### src/rtl/dac_volume_ramp.sv
// -----------------------------------------------------------------------------
// dac_volume_ramp
//
// Takes the volume (0x30) and control (0x31) bytes from the SCL-domain
// register file into the system clock domain. A byte is accepted only once it
// has been stable for a set time. The block then steps the DAC attenuation
// towards the requested level and sequences the mute relay around zero volume.
//
// Parameters
//   STABLE_CYCLES : identical synchronised samples needed before accepting
//   STEP_DIV      : clk cycles per +/-1 volume step
//
// Ports
//   clk        in   system clock, all state on the rising edge
//   rst_n      in   asynchronous active-low reset
//   reg_vol    in   requested volume, asynchronous to clk
//   reg_ctrl   in   bit0 mute request, bit1 ramp bypass, 7:2 ignored
//   vol_out    out  current volume to the DAC/attenuator
//   vol_load   out  one-cycle strobe, high while a freshly changed vol_out
//                   is first presented
//   mute_out   out  mute relay drive, 1 = muted
//   status     out  {busy, mute_out, 6'b0} for read-only register 0x34
//   vol_status out  copy of vol_out for read-only register 0x35
// -----------------------------------------------------------------------------
module dac_volume_ramp #(
    parameter int STABLE_CYCLES = 16,
    parameter int STEP_DIV      = 1024
) (
    input  logic       clk,
    input  logic       rst_n,
    input  logic [7:0] reg_vol,
    input  logic [7:0] reg_ctrl,
    output logic [7:0] vol_out,
    output logic       vol_load,
    output logic       mute_out,
    output logic [7:0] status,
    output logic [7:0] vol_status
);

    localparam int CW = (STABLE_CYCLES < 1) ? 1 : $clog2(STABLE_CYCLES + 1);
    localparam int TW = (STEP_DIV < 2) ? 1 : $clog2(STEP_DIV);

    localparam logic [CW-1:0] CNT_FULL = CW'(STABLE_CYCLES);
    localparam logic [CW-1:0] CNT_LAST = CW'(STABLE_CYCLES - 1);
    localparam logic [TW-1:0] TICK_MAX = TW'(STEP_DIV - 1);

    typedef enum logic {
        S_RUN   = 1'b0,
        S_MUTED = 1'b1
    } state_t;

    // ---------------------------------------------------------------------
    // Two-flop synchroniser for both bytes, plus a copy of the previous
    // synchronised sample for the stability filter.
    // ---------------------------------------------------------------------
    logic [15:0] raw_in;
    logic [15:0] meta_q;
    logic [15:0] sync_q;
    logic [15:0] prev_q;

    assign raw_in = {reg_ctrl, reg_vol};

    always_ff @(posedge clk or negedge rst_n) begin
        if (!rst_n) begin
            meta_q <= '0;
            sync_q <= '0;
        end else begin
            meta_q <= raw_in;
            sync_q <= meta_q;
        end
    end

    // ---------------------------------------------------------------------
    // Stability filter and accepted target
    // ---------------------------------------------------------------------
    logic [CW-1:0] cnt_q,  cnt_d;
    logic [7:0]    tgt_q,  tgt_d;
    logic [7:0]    ctrl_q, ctrl_d;
    logic          stable_load;

    always_comb begin
        cnt_d       = cnt_q;
        tgt_d       = tgt_q;
        ctrl_d      = ctrl_q;
        stable_load = 1'b0;
        if (sync_q != prev_q) begin
            cnt_d = '0;
        end else if (cnt_q < CNT_FULL) begin
            cnt_d = cnt_q + CW'(1);
            // Load exactly once, on the edge the counter reaches full;
            // afterwards it saturates and no further loads occur.
            if (cnt_q == CNT_LAST) begin
                stable_load = 1'b1;
            end
        end
        if (stable_load) begin
            tgt_d  = sync_q[7:0];
            ctrl_d = sync_q[15:8];
        end
    end

    // ---------------------------------------------------------------------
    // Mute FSM and volume ramp
    // ---------------------------------------------------------------------
    state_t        state_q, state_d;
    logic [7:0]    vol_q,   vol_d;
    logic [TW-1:0] tick_q,  tick_d;
    logic          vol_load_q, vol_load_d;
    logic [7:0]    eff;
    logic          busy;

    always_comb begin
        state_d    = state_q;
        vol_d      = vol_q;
        tick_d     = '0;
        eff        = ctrl_q[0] ? 8'd0 : tgt_q;

        unique case (state_q)
            S_RUN: begin
                // Relay closes only after the ramp has reached zero.
                if (ctrl_q[0] && (vol_q == 8'd0)) begin
                    state_d = S_MUTED;
                end
            end
            S_MUTED: begin
                // Relay opens first; the ramp starts from the RUN state.
                if (!ctrl_q[0]) begin
                    state_d = S_RUN;
                end
            end
            default: state_d = S_MUTED;
        endcase

        // The tick counter only runs while a ramp is actually in progress.
        if ((state_q == S_RUN) && (vol_q != eff)) begin
            if (ctrl_q[1]) begin
                vol_d = eff;
            end else if (tick_q == TICK_MAX) begin
                // Direction chosen per step, so a retarget mid-ramp simply
                // turns around; unsigned compare keeps vol within 0..255.
                vol_d = (vol_q < eff) ? vol_q + 8'd1 : vol_q - 8'd1;
            end else begin
                tick_d = tick_q + TW'(1);
            end
        end

        vol_load_d = (vol_d != vol_q);
    end

    always_ff @(posedge clk or negedge rst_n) begin
        if (!rst_n) begin
            prev_q     <= '0;
            cnt_q      <= '0;
            tgt_q      <= 8'd0;
            ctrl_q     <= 8'h01;
            state_q    <= S_MUTED;
            vol_q      <= 8'd0;
            tick_q     <= '0;
            vol_load_q <= 1'b0;
        end else begin
            prev_q     <= sync_q;
            cnt_q      <= cnt_d;
            tgt_q      <= tgt_d;
            ctrl_q     <= ctrl_d;
            state_q    <= state_d;
            vol_q      <= vol_d;
            tick_q     <= tick_d;
            vol_load_q <= vol_load_d;
        end
    end

    assign mute_out   = (state_q == S_MUTED);
    assign busy       = (vol_q != eff) || (mute_out != ctrl_q[0]);
    assign vol_out    = vol_q;
    assign vol_load   = vol_load_q;
    assign vol_status = vol_q;
    assign status     = {busy, mute_out, 6'b000000};

endmodule

### config.mk
export PLATFORM = sky130hd
export DESIGN_NAME = dac_volume_ramp
export DESIGN_NICKNAME = d
export VERILOG_FILES = /design/src/rtl/dac_volume_ramp.sv
export SDC_FILE = /design/constraint.sdc
export NUM_CORES = 1
export LEC_CHECK = 0
export CAP_MARGIN = 40
export CORE_ASPECT_RATIO = 0.5
export CORE_MARGIN = 3
export CORE_UTILIZATION = 50
export CTS_CLUSTER_DIAMETER = 40
export DETAILED_ROUTE_END_ITERATION = 12
export PLACE_DENSITY = 0.73
export SLEW_MARGIN = 20
export SYNTH_ARGS = -nofsm -noshare
export SYNTH_HDL_FRONTEND = slang
export SYNTH_SLANG_ARGS = --single-unit
### constraint.sdc
create_clock -name clk -period 4.2 [get_ports clk]
set_clock_uncertainty 0.1 [all_clocks]
set_input_delay 0.84 -clock clk [delete_from_list [all_inputs] [get_ports clk]]
set_output_delay 0.84 -clock clk [all_outputs]
set_load 0.05 [all_outputs]
==> results.yml, run 1 <==
clock_network:
  postCtsSetupBuffers: 0
  clock_latency_ns: 0.34
  cts_repair_resize_count: 0
  cts-root-buf: "clkbuf_16"
  hold_buffers: 0
  cts_made_buffers: 9
  cts_buffer_depth: 2
  cts_sinks: 83
  cts_tree: "done"
  clk_pin_slew_ns: 0.06
  htreeDepth: 3
floorplanning:
  initial_core_util_pct: 53.4
  die_area_um2: 8540
  pin_count: 44
  rows: 21
  coreArea_um2: 6940
  fp.dieH_um: 66.9
  fp.dieW_um: 128
logic_synthesis:
  ys.flop_type: "dfrtp_1"
  synth_top_area_share_pct: 54.7
  synth_seq_area_share_pct: 56.1
  synth_seq_cells: 83
  synth_area_leaders: "dfrtp_1 (55%), ha_1 (5.7%), xor2_1 (5.7%)"
  syn_area_per_cell_um2: 11.8
  synth_edf_count: 0
  async_flop_share_pct: 100
  yosys.area.top_type: "dfrtp_1"
  syn_inst: 315
  yosys_warnings: 0
  yosys.cell_types.count: 48
  syn_area_um2: 3710
critical_path:
  cp-start-kind: "flip-flop"
  worstPathRequired_ns: 4.37
  crit_type: "flip-flop to flip-flop"
  crit_path_end_kind: "flip-flop"
  critPathArrivalTime_ns: 3.87
  rrSetupSlack_ns: 0.50
  crit_path_max_fanout: 18
placement:
  gp_congestion: 0.897
  dpl.hpwl_um: 4920
  port_buffers: 37
  placed_cell_area_um2: 4090
  preCtsSetupSlack_ns: 0.531
route:
  drt_iter0_drc: 155
  wirelength_um: 6770
  antenna_left: 0
  via_per_inst: 5.40
  vias: 2403
  wire_per_inst_um: 15.2
  dr.pass1.iters: 4
  route.detailed.drc: 0
sta:
  relSlewSlack_pct: 64.6
  period_share_pct: 88.1
  rsz0062_at_grt: "no"
  final-setup-viol-count: 0
  worst_pin_slew_ns: 0.525
  setup_tns_ns: 0
  max_freq_mhz: 270
  hold_violations: 0
  timing.hold.ws_ns: 0.248
  setup_ws_ns: 0.500
  slew_violations: 0
  period_minus_slack_ns: 3.70
run:
  cap_violations: 0
pwr:
  pwr-share-seq_pct: 47.8
  power.density_nw_per_um2: 395
  totalPowerFinal_mw: 1.75
  p_int_mw: 1.38
  p_sw_share_pct: 21.1
  ir_worst_vdd_uv: 301
  switching_power_mw: 0.369
  pwr-share-clk_pct: 49.0
  p_leak_nw: 1.95
  combPwrFrac_pct: 3.2
cells_and_area:
  fill_cells: 542
  drive_gt1_share_pct: 11.0
  final_nets: 384
  fin_area_um2: 4420
  num_antenna_cells: 0
  mostFrequentLayoutCells: "dfrtp_1 (81), clkdlybuf4s50_1 (36), nor2_1 (29)"
  final_common_cell: "dfrtp_1"
  area_growth_pct: 19.2
grt:
  track_usage_pct: 18.0
  grt_pass1_vias: 2381
  antenna_found_initial: 0
  grt_pass1_wl_um: 11600
  overflow: 0
  grt_start_max_net_pins: 47
  met3_usage_pct: 6.49
  grtUsageMet1_pct: 24.2
  busiest_layer: "met2"
  grtUsageMet2_pct: 26.2
run_status:
  status: "finished, final reports clean"
min_path:
  hp-class: "flip-flop to flip-flop"
cells in the mapped netlist, drive strengths merged (3+ instances only):
cell type  count
nor4           5
nand2b         7
nor2b          4
buf           16
o22ai          3
nand4          6
xor2          24
nand3          6
inv            9
a22oi          5
o211ai         3
a211oi         3
a21o           3
mux2          10
nand2         13
o21ai         11
clkbuf         5
a21oi         10
and3           4
nor2          29
dfrtp         81
ha            17
xnor2         10
nor3           6
kinds of logic after synthesis:
family | after synthesis | share of synthesized area, %
fa+ha+maj | 18 | 6.28
simple gates | 90 | 13.0
flops | 83 | 56.1
compound gates | 48 | 8.47
mux | 11 | 3.31
xor+xnor | 34 | 8.03
other cells | 1 | 0.101
buf+inv | 30 | 4.66
state kept, by name, indices dropped and copies added, names as in the netlist:
name / cells
cnt_q: 5
ctrl_q: 2
meta_q: 16
mute_out: 1
prev_q: 16
sync_q: 16
tgt_q: 8
tick_q: 10
vol_load: 1
vol_out: 8
worst max-delay path, stage by stage (launching register included):
cell and delay (ns):
dfstp_2 0.68, nand2b_1 0.18, ha_1 0.24, nor2b_1 0.13, o211ai_1 0.15, a21oi_1 0.12, nor2_1 0.18, inv_1 0.15
ha_1 0.37, o21ai_0 0.09, nor2_1 0.19, o22ai_1 0.13, or4_4 0.43, a2111o_1 0.38, nand3_1 0.09
cell type report:
type	count	area, um2	share of cell area [%]
multi-input cells	207	1470	33.3
well taps	92	115	2.60
flip-flops and latches	83	2080	47.1
inverters	9	33.8	0.764
clock inverters	7	105	2.38
repair buffers	38	388	8.78
clock buffers	9	225	5.10
power by group through the flow:
stage                     Combinational [mW]  Sequential, mW  Clock [mW]
after global routing                  0.0621           0.837       0.920
after global placement                0.0533           0.849           0
after detailed placement              0.0570           0.850           0
final                                 0.0556           0.835       0.855
after CTS                             0.0575           0.836       0.878
after floorplan                       0.0265           0.847           0
per-stage QoR:
| step | util [%] | cells |
|---|---|---|
| after floorplan | - | 320 |
| after global placement | 58.7 | 428 |
| after detailed placement | 58.9 | 429 |
| after CTS | 63.7 | 445 |
| after global routing | 63.7 | 445 |
| final | 63.7 | 445 |
per-layer routing:
metal	part of all wire [%]	routed length (um)
met5	0	0
met4	2.0	136
met3	6.9	468
met2	43	2940
met1	48	3230
worst paths after layout:
| kind | startpoint | to | depth (start not counted) |
|---|---|---|---|
| max in group asynchronous | rst_n | prev_q[2]$_DFF_PN0_ | 2 |
| min in group asynchronous | rst_n | vol_out[5]$_DFF_PN0_ | 1 |
| hold reg to reg | meta_q[12]$_DFF_PN0_ | sync_q[12]$_DFF_PN0_ | 0 |
| setup / recovery | ctrl_q[0]$_DFFE_PN1P_ | vol_out[7]$_DFF_PN0_ | 14 |
| hold / removal | meta_q[12]$_DFF_PN0_ | sync_q[12]$_DFF_PN0_ | 0 |
| setup reg to reg | ctrl_q[0]$_DFFE_PN1P_ | vol_out[7]$_DFF_PN0_ | 14 |
No activity file was read; power rests on OpenSTA's default activity.
==> run 2: changes to the inputs <==
Settings changed: ABC_AREA set to 1, PLACE_DENSITY 0.73 to 0.72.
==> run 2 against run 1 <==
Sequential power about the same; worst setup slack improved by 0.21 ns; largest power group is now sequential cells; largest cell class unchanged; die area increased by 5.3%; sequential cell count unchanged; first-iteration DRC count increased by 6.5%; final cell count increased by 26%; via count increased by 14%; total power decreased by 1.9%.
==> results.yml, run 2 <==
sta:
  hold_violations: 0
  period_share_pct: 83.1
  rsz0062_at_grt: "no"
  setup_ws_ns: 0.709
  max_freq_mhz: 286
  slew_violations: 0
  relSlewSlack_pct: 65.8
  period_minus_slack_ns: 3.49
  worst_pin_slew_ns: 0.511
  final-setup-viol-count: 0
  timing.hold.ws_ns: 0.247
  setup_tns_ns: 0
pwr:
  p_leak_nw: 2.18
  ir_worst_vdd_uv: 423
  power.density_nw_per_um2: 369
  totalPowerFinal_mw: 1.71
logic_synthesis:
  synthSimpleGateAreaFrac_pct: 21.2
  synth_top_family_by_area: "simple AND/OR/NAND/NOR gates"
  synth.mux.area_fraction_pct: 1.44
  syn_area_um2: 3920
  synth_compound_area_share_pct: 4.85
  synth_seq_cells: 83
  synth_top_area_share_pct: 51.7
  synth_common_cells: "nand2_1 (87), dfrtp_1 (81), inv_1 (46), nor2_1 (33), nand3_1 (27)"
  synth_xor_area_share_pct: 5.14
  synth_edf_count: 0
  syn_inst: 412
  yosys_warnings: 0
  yosys.area.top_type: "dfrtp_1"
  synth_fa_ha_area_share_pct: 5.94
  syn_area_per_cell_um2: 9.51
  synth_area_leaders: "dfrtp_1 (52%), nand2_1 (8.3%), ha_1 (5.4%)"
  yosys.cell_types.count: 37
  synth_seq_area_share_pct: 53.1
  ys.flop_type: "dfrtp_1"
  async_flop_share_pct: 100
  yosysMostFrequentCell: "nand2_1"
placement:
  port_buffers: 37
  gp_congestion: 0.838
  post-place-cells: 544
  placed_cell_area_um2: 4330
  preCtsSetupSlack_ns: 0.910
  dpl.hpwl_um: 5060
critical_path:
  crit_path_max_fanout: 8
  path_cells: "inv_1, nand2_1, ha_1, nand2_1, nor2_1, nand4_1, nand3b_1, clkdlybuf4s50_1"
  crit_path_end_kind: "output port"
  worstPathRequired_ns: 3.26
  reg2regPathDepth: 22
  cp-start-kind: "flip-flop"
  cp_slowest_stage_delay_ns: 0.70
  crit_type: "flip-flop to output port"
  cp.buffers_inverters: 2
  cp_slowest_cell: "clkdlybuf4s50_1"
  critPathArrivalTime_ns: 2.55
  cp.depth: 8
  crit_family: "buffers and inverters"
  critPathMostFrequentCell: "nand2_1"
run:
  cap_violations: 0
min_path:
  hp-class: "flip-flop to flip-flop"
  holdPathStages: 0
floorplanning:
  initial_core_util_pct: 52.5
  rows: 22
  fp.dieW_um: 131
  die_area_um2: 9000
  pin_count: 44
  fp.dieH_um: 68.6
  coreArea_um2: 7460
route:
  vias: 2736
  route.detailed.drc: 0
  drt_iter0_drc: 165
  antenna_left: 0
  wirelength_um: 7080
  dr.pass1.iters: 5
  wire_per_inst_um: 12.6
  via_per_inst: 4.89
clock_network:
  cts_tree: "done"
  htreeDepth: 3
  cts-root-buf: "clkbuf_16"
  postCtsSetupBuffers: 0
  hold_buffers: 0
  cts_repair_resize_count: 0
  cts_buffer_depth: 2
  cts_made_buffers: 9
  clk_pin_slew_ns: 0.06
  cts_sinks: 83
  clock_latency_ns: 0.33
cells_and_area:
  mostFrequentLayoutCells: "nand2_1 (87), dfrtp_1 (81), inv_1 (46)"
  largestRegisters: "meta_q: 16 flops, prev_q: 16 flops, sync_q: 16 flops"
  final_nets: 483
  drive_gt1_share_pct: 8.85
  area_growth_pct: 18.6
  final_common_cell: "nand2_1"
  final_cells: 560
  fin_area_um2: 4640
  final_util_pct: 62.3
  num_antenna_cells: 0
run_status:
  status: "finished, final reports clean"
grt:
  antenna_found_initial: 0
  overflow: 0
  grt_pass1_wl_um: 11800
  grt_pass1_vias: 2460
  grt_start_max_net_pins: 55
  track_usage_pct: 16.9
[run 2: changes by cell type in the layout (fill, tap and decap cells not counted), sizes merged, moves of 7 or more]
cell	change
nand2	+77
inv	+38
nand3	+24
xor2	-16
a21oi	+10
nor2	+9
nand2b	-7
[run 2: power by group]
| part | switching, mW | total, mW | internal (mW) |
|---|---|---|---|
| clock | 0.329 | 0.817 | 0.488 |
| sequential | 0.0116 | 0.835 | 0.823 |
| combinational | 0.0350 | 0.0608 | 0.0258 |
| total | 0.376 | 1.71 | 1.34 |
[run 2: final timing paths]
check                                       from                    end  slack [ns]
setup / recovery           ctrl_q[0]$_DFFE_PN1P_              status[7]        0.71
hold / removal              meta_q[13]$_DFF_PN0_   sync_q[13]$_DFF_PN0_        0.25
setup reg to reg           ctrl_q[0]$_DFFE_PN1P_     vol_load$_DFF_PN0_        0.89
hold reg to reg             meta_q[13]$_DFF_PN0_   sync_q[13]$_DFF_PN0_        0.25
max in group asynchronous                  rst_n  ctrl_q[0]$_DFFE_PN1P_        3.00
min in group asynchronous                  rst_n    tick_q[3]$_DFF_PN0_        0.34
[run 2: per-layer routing]
layer	GRT usage, %	share of wire (%)	wire length, um
met1	23.0	49	3490
met2	26.5	44	3140
met3	6.01	5.6	397
met4	3.53	0.62	44
met5	0	0	0
[run 2: area by class of cell]
cell class / instances / area (um2)
fill: 641 / 2820
multi-input combinational: 266 / 1530
clock inverter: 6 / 76.3
inverter: 49 / 185
timing repair buffer: 38 / 395
sequential: 83 / 2080
clock buffer: 10 / 239
tap: 108 / 135
[run 2: cells by family (layout without fill, tap and decap cells)]
group           Yosys count  in the layout
mux                       5              5
xor+xnor                 23             23
compound gates           36             36
flops                    83             83
other cells               1              6
simple gates            178            178
buf+inv                  68            103
fa+ha+maj                18             18
